## config.mk

```make
export PLATFORM = sky130hd
export DESIGN_NAME = rom_loader
export DESIGN_NICKNAME = d
export VERILOG_FILES = /design/src/rtl/rom_loader.sv
export SDC_FILE = /design/constraint.sdc
export NUM_CORES = 1
export LEC_CHECK = 0
export CAP_MARGIN = 30
export CORE_ASPECT_RATIO = 1.25
export CORE_UTILIZATION = 40
export DETAILED_ROUTE_END_ITERATION = 12
export GPL_TIMING_DRIVEN = 0
export PLACE_DENSITY = 0.73
export SLEW_MARGIN = 20
export SYNTH_ARGS = -nofsm -noshare
export SYNTH_HDL_FRONTEND = slang
export SYNTH_SLANG_ARGS = --single-unit
export TNS_END_PERCENT = 1
```

## constraint.sdc

```tcl
create_clock -name clk -period 3.8 [get_ports clk]
set_clock_uncertainty 0.15 [all_clocks]
set_input_delay 0.95 -clock clk [delete_from_list [all_inputs] [get_ports clk]]
set_output_delay 0.95 -clock clk [all_outputs]
set_load 0.02 [all_outputs]
```

## src/rtl/rom_loader.sv

```systemverilog
// Boot-time program loader: receives a framed byte stream, writes big-endian
// 16-bit words into the instruction ROM and releases the CPU once the image checks out.
module rom_loader #(
    parameter int ADDR_W   = 15,
    parameter int TIMEOUT  = 1000000,
    parameter bit CHECK_EN = 1'b1
) (
    input  logic              clk,
    input  logic              reset,
    input  logic              start,
    input  logic [7:0]        rx_data,
    input  logic              rx_valid,
    output logic              rx_ready,
    output logic [ADDR_W-1:0] rom_adr,
    output logic [15:0]       rom_d,
    output logic              rom_load,
    output logic              cpu_reset,
    output logic              busy,
    output logic              done,
    output logic              error
);

    // Byte handshake: a byte moves on a rising edge where rx_valid & rx_ready;
    // rx_data must be stable while rx_valid is high and rx_ready is low.
    typedef enum logic [3:0] {
        S_IDLE, S_LEN_HI, S_LEN_LO, S_DATA_HI, S_DATA_LO,
        S_WRITE, S_CHK, S_DONE, S_ERROR
    } state_t;

    localparam int TW = (TIMEOUT > 1) ? $clog2(TIMEOUT) : 1;

    state_t            state, state_next;
    logic [15:0]       len;
    logic [15:0]       len_in;
    logic [ADDR_W:0]   idx;
    logic [31:0]       idx_inc;
    logic [7:0]        data_hi;
    logic [7:0]        chk_acc;
    logic [TW-1:0]     idle_cnt;
    logic              accept;
    logic              go;
    logic              timeout_hit;
    logic              too_long;

    function automatic logic in_frame(input state_t s);
        return (s == S_LEN_HI) || (s == S_LEN_LO) || (s == S_DATA_HI) ||
               (s == S_DATA_LO) || (s == S_WRITE) || (s == S_CHK);
    endfunction

    assign accept   = rx_valid & rx_ready;
    assign go       = start && ((state == S_IDLE) || (state == S_DONE) || (state == S_ERROR));
    assign len_in   = {len[15:8], rx_data};
    assign idx_inc  = 32'(idx) + 32'd1;
    assign too_long = 32'(len_in) > (32'd1 << ADDR_W);
    // Fires on the edge that ends the TIMEOUT-th consecutive idle cycle.
    assign timeout_hit = (TIMEOUT != 0) && in_frame(state) && !accept &&
                         (idle_cnt == TW'(TIMEOUT - 1));

    // State register
    always_ff @(posedge clk or posedge reset) begin
        if (reset) state <= S_IDLE;
        else       state <= state_next;
    end

    // Next-state logic
    always_comb begin
        state_next = state;
        case (state)
            S_IDLE, S_DONE, S_ERROR: if (start) state_next = S_LEN_HI;
            S_LEN_HI:  if (accept) state_next = S_LEN_LO;
            S_LEN_LO: begin
                if (accept) begin
                    if (len_in == 16'd0) state_next = S_CHK;
                    else if (too_long)   state_next = S_ERROR;
                    else                 state_next = S_DATA_HI;
                end
            end
            S_DATA_HI: if (accept) state_next = S_DATA_LO;
            S_DATA_LO: if (accept) state_next = S_WRITE;
            S_WRITE:   state_next = (idx_inc == 32'(len)) ? S_CHK : S_DATA_HI;
            S_CHK: begin
                if (accept)
                    state_next = (!CHECK_EN || (chk_acc == rx_data)) ? S_DONE : S_ERROR;
            end
            default: state_next = S_IDLE;
        endcase
        if (timeout_hit) state_next = S_ERROR;
    end

    // Output decode
    always_comb begin
        rx_ready = 1'b0;
        rom_load = 1'b0;
        case (state)
            S_LEN_HI, S_LEN_LO, S_DATA_HI, S_DATA_LO, S_CHK: rx_ready = 1'b1;
            S_WRITE: rom_load = 1'b1;
            default: ;
        endcase
    end

    // Datapath and registered status outputs
    always_ff @(posedge clk or posedge reset) begin
        if (reset) begin
            len       <= '0;
            idx       <= '0;
            data_hi   <= '0;
            chk_acc   <= '0;
            idle_cnt  <= '0;
            rom_adr   <= '0;
            rom_d     <= '0;
            cpu_reset <= 1'b1;
            busy      <= 1'b0;
            done      <= 1'b0;
            error     <= 1'b0;
        end else begin
            cpu_reset <= (state_next != S_DONE);
            done      <= (state_next == S_DONE);
            error     <= (state_next == S_ERROR);
            busy      <= in_frame(state_next);

            if (go || accept)        idle_cnt <= '0;
            else if (in_frame(state)) idle_cnt <= idle_cnt + 1'b1;

            if (go) begin
                idx     <= '0;
                chk_acc <= '0;
            end

            if (accept) begin
                case (state)
                    S_LEN_HI: len[15:8] <= rx_data;
                    S_LEN_LO: len[7:0]  <= rx_data;
                    S_DATA_HI: begin
                        data_hi <= rx_data;
                        chk_acc <= chk_acc ^ rx_data;
                    end
                    S_DATA_LO: begin
                        rom_adr <= idx[ADDR_W-1:0];
                        rom_d   <= {data_hi, rx_data};
                        chk_acc <= chk_acc ^ rx_data;
                    end
                    default: ;
                endcase
            end

            if (state == S_WRITE) idx <= idx + 1'b1;
        end
    end

endmodule
```

==> metrics.md, run 1 <==
| Metric | Value |
|---|---|
| Fin crit period | `3.604 ns` |
| Most common cell in the netlist | `dfrtp_1` |
| Number of global-route vias before repair | `4359` |
| H-tree depth | `3` |
| Area grow syn2layout | `18.11%` |
| First-pass GRT wire length | `approximately 21000 µm` |
| Top cell type by total area after synthesis | `dfrtp_1` |
| Largest net degree at the start of global routing | `35` |
| Clock buffer depth | `2` |
| Die width | `107.0 µm` |
| Diodes inserted | `0` |
| Fill cells | `1216` |
| Grt ovf | `0` |
| Fraction of layout cells with a size suffix above 1 | `0.1584` |
| Required time worst endpoint | `2.70 ns` |
| CP peak stage delay | `between 0.6 and 0.7 ns` |
| Total GRT Usage | `0.1866` |
| Worst slew margin | `0.4477` |
| CTS tree | `built` |
| Root Buffer | `clkbuf_16` |
| CTS clk-pin slew, worst paths | `around 0.070 ns` |
| Initial Utilization | `0.4126` |
| Final net count | `617` |
| Register area | `2679 µm²` |
| Cells after Synth | `543` |
| PD cells | `670.5 nW/µm²` |
| Worst skew pair latency | `0.34 ns` |
| Final wirelength | `12400 µm` |
| MaxCap Viol Count | `0` |
| Internal Power | `between 2 and 3 mW` |
| Antenna viol nets, final | `0` |
| Top Ports | `49` |
| Post-cts hold buffer count | `0` |
| Count of cell types in the netlist | `61` |
| Routed length per instance | `15.96 µm` |
| Setup TNS | `0 ns` |
| Synth Warn # | `0` |
| Mux contribution to synthesized area | `0.1043` |
| # port buffers | `47` |
| XOR/XNOR share of the synthesized area | `0.06542` |
| Routed vias | `4258` |
| Synth Area in Compound Gates | `0.1084` |
| Synth top cells by count | `106 x dfrtp_1, 67 x nand2_1, 47 x mux2_2` |
| Core Region | `approximately 13000 µm²` |
| Crit-path cells | `clkbuf_1, nor2b_1, nand2_1, clkinv_2, clkdlybuf4s50_1` |
| Simple-Gate Fraction of Synth Area | `0.2024` |
| Fin. Hold Viols | `0` |
| Leak Pwr | `2.744 nW` |
| CP arrival | `2.50 ns` |
| Detailed Place HPWL | `8966 µm` |
| Seq pwr share | `0.392` |
| Switch Pwr | `1.632 mW` |
| Syn nets | `557` |
| Switching share of power | `0.3742` |
| Synthesized-area fraction occupied by adder cells | `0.004543` |
| Fin crit share | `0.9486` |
| Die ar. | `14250 µm²` |
| Slew @ Worst Pin | `~0.82 ns` |
| Worst Hold Class | `reg -> reg` |
| Initial antenna violation count | `0` |
| CTS buffer count | `9` |
| CP Capture Type | `primary output` |
| Final hold slack | `0.3532 ns` |
| Pre-antenna DRT Iters | `4` |
| Ys flop type | `dfrtp_1` |
| Drt drc | `0` |
| Largest family of logic cells by synthesized area | `simple AND/OR/NAND/NOR gates` |
| Status | `completed` |
| Mean area per synthesized cell | `10.14 µm²` |
| Critical path's slowest cell | `clkdlybuf4s50_1` |
| RSZ-0062 raised after global routing | `no` |
| Clock Power Share | `0.192` |
| Vias/cell | `5.480` |
| Post-synthesis instance area | `5508 µm²` |
| Slew Limit Fails | `0` |
| GPL Wtd Cong | `between 0.9 and 1` |
| CP max FO | `13` |
| Area of the multi-input gates | `2671 µm²` |
| Seq cells post-synth | `107` |
| Final setup viols | `0` |
| Top post-synthesis cells by area | `dfrtp_1 48%, mux2_2 9.6%, nand2_1 4.6%` |
| CP Class | `reg -> out` |
| VDD IR max | `0.3727 mV` |
| Critical Path Start Type | `flop` |
| # clock sinks | `approximately 110` |
| Post-synthesis sequential area ratio | `0.4864` |
| Reg2Reg Setup Slack | `approximately 1.1 ns` |
| Number of flops mapped to enable cells by yosys | `0` |
| First DRT Iteration DRCs | `425` |
| Ys async rst share | `1.000` |
| Vert. Die Dim | `133.2 µm` |
| # rows | `47` |
| Combinational share of power | `0.416` |
| Post-synth top area share | `0.4816` |
| FMAX | `roughly 0.28 GHz` |
[what timing repair did]
action,CTS,global route
resized for setup,1,0
setup endpoints to repair,1,1
buffers inserted,0,0
[cells in the final DEF, fill, tap and decap left out, types with 15 or more instances in the layout]
cell type        instances
nand2b_1                18
nand2_1                 67
dfrtp_1                106
xor2_1                  15
o21ai_1                 17
o21ai_0                 37
xnor2_1                 23
clkdlybuf4s50_1         47
mux2_2                  47
nor2_1                  44
[critical path, delay by kind of cell, from the launching register on]
family / cells / cell delay, ns
and+or+nand+nor: 2 / 0.44
buffers and inverters: 3 / 1.29
DFF: 1 / 0.43
[kinds of logic after synthesis]
| group | Yosys count |
|---|---|
| compound gates | 96 |
| xor+xnor | 39 |
| fa+ha+maj | 2 |
| buf+inv | 38 |
| flops | 107 |
| mux | 51 |
| simple gates | 210 |
[state kept, by name, indices dropped and copies added, names as in the netlist, 4 cells and up]
| register | cells |
|---|---|
| rom_d | 16 |
| chk_acc | 8 |
| idx | 16 |
| state | 4 |
| len | 16 |
| idle_cnt | 20 |
| data_hi | 8 |
| rom_adr | 15 |
[power groups by stage]
stage	clock [mW]	sequential, mW	combinational, mW
6_report	0.838	1.71	1.82
5_1_grt	0.889	1.75	1.99
4_1_cts	0.854	1.71	1.83
3_5_place_dp	0	1.73	1.81
3_3_place_gp	0	1.71	1.75
2_1_floorplan	0	1.83	1.08
[worst paths after layout]
kind | cells past startpoint | to | start
setup / recovery | 5 | rom_load | state[1]
hold / removal | 1 | rom_d[9] | data_hi[1]
setup reg to reg | 8 | state[2] | idx[0]
hold reg to reg | 1 | rom_d[9] | data_hi[1]
max in group asynchronous | 4 | cpu_reset | reset
min in group asynchronous | 2 | rom_d[5] | reset
[layout make-up]
class | count | area share
plain buffers | 25 | 0.01673
inverters | 11 | 0.007117
well taps | 171 | 0.03289
flip-flops and latches | 107 | 0.4118
multi-input cells | 398 | 0.4107
clock inverters | 2 | 0.002116
clock buffers | 12 | 0.03635
repair buffers | 51 | 0.08232
[per-layer routing]
metal / vias to the layer above / global-route usage / wire length, µm / part of all wire
li1: 2027 / - / - / -
met2: 93 / 0.3247 / 6393 / 0.52
met3: 17 / 0.02250 / 382 / 0.031
met5: - / 0 / 0 / 0
met4: 0 / 0.07763 / 280 / 0.023
met1: 2121 / 0.2329 / 5344 / 0.43
[through the flow]
stage | power (mW) | worst slack, ns | cell area, µm² | std cells | util
finish | 4.362 | 0.1955 | 6505 | 777 | 0.4873
global route | 4.625 | 0.04594 | 6505 | 777 | 0.4873
CTS | 4.394 | 0.06364 | 6509 | 778 | 0.4876
detailed placement | 3.542 | 0.04781 | 6261 | 765 | 0.4690
global placement | 3.452 | 0.08292 | 6196 | 761 | 0.4641
floorplan | 2.908 | 1.134 | 5512 | 543 | -
No activity file was read; power rests on OpenSTA's default activity.
==> run 2, diff against run 1 <==
--- a/config.mk
+++ b/config.mk
@@ -6,11 +6,9 @@
 export NUM_CORES = 1
 export LEC_CHECK = 0
 export CAP_MARGIN = 30
-export CORE_ASPECT_RATIO = 1.25
 export CORE_UTILIZATION = 40
 export DETAILED_ROUTE_END_ITERATION = 12
 export GPL_TIMING_DRIVEN = 0
-export PLACE_DENSITY = 0.73
 export SLEW_MARGIN = 20
 export SYNTH_ARGS = -nofsm -noshare
 export SYNTH_HDL_FRONTEND = slang
==> run 2 against run 1 <==
  * Final area up 0.88%
  * Critical path depth unchanged
  * First-iteration DRC count down 54%
  * Non-clock buffer count down 1
  * Register-to-register slack about the same
  * Die area about the same
  * Worst hold slack worse by 0.0079 ns
  * Clock power up 14%
  * Fmax down 0.86%
  * Sequential power about the same
  * Flip-flop and latch count unchanged
  * Critical endpoint unchanged
  * Largest power group unchanged
  * Highest routed layer unchanged
==> metrics.md, run 2 (synthesis gave the netlist of run 1 again) <==
| Metric | Value |
|---|---|
| CP Class | `reg -> out` |
| # port buffers | `47 (unchanged)` |
| Fin crit share | `0.9568 (+0.008226)` |
| Reg2Reg Depth | `8 (unchanged)` |
| Met2 wire length | `5873 µm (-8.1%)` |
| Number of global-route vias before repair | `4106 (-5.8%)` |
| Wire length on met3 | `553 µm (+45%)` |
| Dpl ws | `-0.008590 ns (-0.05640 ns)` |
| Initial antenna violation count | `0 (unchanged)` |
| H-tree depth | `3 (unchanged)` |
| Clock buffer depth | `2 (unchanged)` |
| PD cells | `681.3 nW/µm² (+1.6%)` |
| CP Capture Type | `primary output` |
| Diodes inserted | `0 (unchanged)` |
| Antenna viol nets, final | `0 (unchanged)` |
| FMAX | `0.2750 GHz (-0.86%)` |
| Total GRT Usage | `0.1912 (+0.004596)` |
| Final wirelength | `12500 µm (+0.81%)` |
| Worst slew margin | `0.4299 (-0.01781)` |
| CTS clk-pin slew, worst paths | `0.07 ns (about the same)` |
| Die width | `119.3 µm (+12%)` |
| Most flops, register | `idle_cnt` |
| GPL Wtd Cong | `0.8431 (-8.5%)` |
| Required time worst endpoint | `2.70 ns (about the same)` |
| Pre-antenna DRT Iters | `5 (+1)` |
| Vias/cell | `5.312 (-3.1%)` |
| Final net count | `616 (-0.16%)` |
| Worst Hold Class | `reg -> reg` |
| Routed vias | `4154 (-2.4%)` |
| Leak Pwr | `2.766 nW (+0.78%)` |
| Finished Layout Cells | `782 (+0.64%)` |
| First DRT Iteration DRCs | `194 (-54%)` |
| Die ar. | `14240 µm² (about the same)` |
| Detailed Place HPWL | `8959 µm (about the same)` |
| CTS buffer count | `9 (unchanged)` |
| Placed cell count | `769 (+0.52%)` |
| Slew Limit Fails | `0 (unchanged)` |
| Drt drc | `0 (unchanged)` |
| Largest net degree at the start of global routing | `36 (+2.9%)` |
| VDD IR max | `0.4762 mV (+28%)` |
| Slew @ Worst Pin | `0.8551 ns (+0.03121 ns)` |
| CTS tree | `built` |
| Final setup viols | `0 (unchanged)` |
| M1 WL | `5967 µm (+12%)` |
| Top Ports | `49 (unchanged)` |
| Fin. Hold Viols | `0 (unchanged)` |
| # clock sinks | `107 (unchanged)` |
| Fin crit period | `3.636 ns (+0.03126 ns)` |
| MaxCap Viol Count | `0 (unchanged)` |
| Vert. Die Dim | `119.3 µm (-10%)` |
| Initial Utilization | `0.4126 (about the same)` |
| Worst setup margin | `0.1642 ns (-0.03126 ns)` |
| Max FFs per register | `20 (unchanged)` |
| Grt ovf | `0 (unchanged)` |
| # rows | `42 (-11%)` |
| CP arrival | `2.54 ns (+0.04 ns)` |
| Fraction of layout cells with a size suffix above 1 | `0.1650 (+0.006601)` |
| Area grow syn2layout | `19.15%` |
| Root Buffer | `clkbuf_16` |
| Top layer in use | `met4` |
| Worst skew pair latency | `0.36 ns (+0.02 ns)` |
| Core Region | `13350 µm² (about the same)` |
| CP max FO | `13 (unchanged)` |
| Commonest cells after routing, fill and taps aside | `106 x dfrtp_1, 67 x nand2_1, 47 x mux2_2, 47 x clkdlybuf4s50_1, 44 x nor2_1` |
| Hold path depth | `2 (+1)` |
| Routed length per instance | `15.99 µm (+0.17%)` |
| Status | `completed` |
| RSZ-0062 raised after global routing | `no` |
| Commonest non-fill, non-tap cell in the layout | `dfrtp_1` |
| First-pass GRT wire length | `21250 µm (+0.53%)` |
| Critical Path Start Type | `flop` |
[run 2: metal layers]
layer	track usage	up-vias
li1	-	2021
met4	0.05391	0
met1	0.2596	2050
met2	0.3034	75
met5	0	-
met3	0.04693	8
[run 2: through the flow]
stage	hold slack, ns	util	setup TNS [ns]	instance area, µm²	power, mW
3_3_place_gp	0.3335	0.4647	-0.03258	6202	3.488
4_1_cts	0.3507	0.4919	0	6566	4.520
2_1_floorplan	0.3101	-	0	5512	2.908
6_report	0.3453	0.4917	0	6563	4.471
5_1_grt	0.3778	0.4917	0	6563	4.768
3_5_place_dp	0.3330	0.4695	-0.008590	6267	3.553
[run 2: what timing repair did]
item / in CTS / in global routing
gates resized for setup: 1 / 0
endpoints found under the setup margin: 1 / 1
hold buffers: 0 / 0
setup buffers: 0 / 0
pin swaps: 0 / 0
[run 2: layout make-up]
cell class	count	area, µm²
Buffer	25	108.9
Clock buffer	9	225.2
Clock inverter	6	76.32
Fill cell	1271	6785
Inverter	11	46.29
Multi-Input combinational cell	398	2676
Sequential cell	107	2679
Tap cell	176	220.2
Timing Repair Buffer	50	530.5
[run 2: path summary, 6_finish.rpt]
path | startpoint | endpoint | slack (ns)
max | state[1] | rom_load | 0.16
min | len[2] | len[2] | 0.35
max reg2reg | state[0] | busy | 1.10
min reg2reg | len[2] | len[2] | 0.35
max in group asynchronous | reset | len[4] | 1.71
min in group asynchronous | reset | idle_cnt[9] | 0.82
[run 2: worst max-delay path: stages (launching register included)]
cell,delay (ns)
dfrtp_1,0.43
clkbuf_1,0.36
nor2b_1,0.13
nand2_1,0.34
clkinv_2,0.30
clkdlybuf4s50_1,0.62
[run 2: power by group]
group          switching [mW]  internal (mW)
logic                   0.985          0.824
clock network           0.439          0.517
registers               0.242           1.46
total                    1.67           2.80
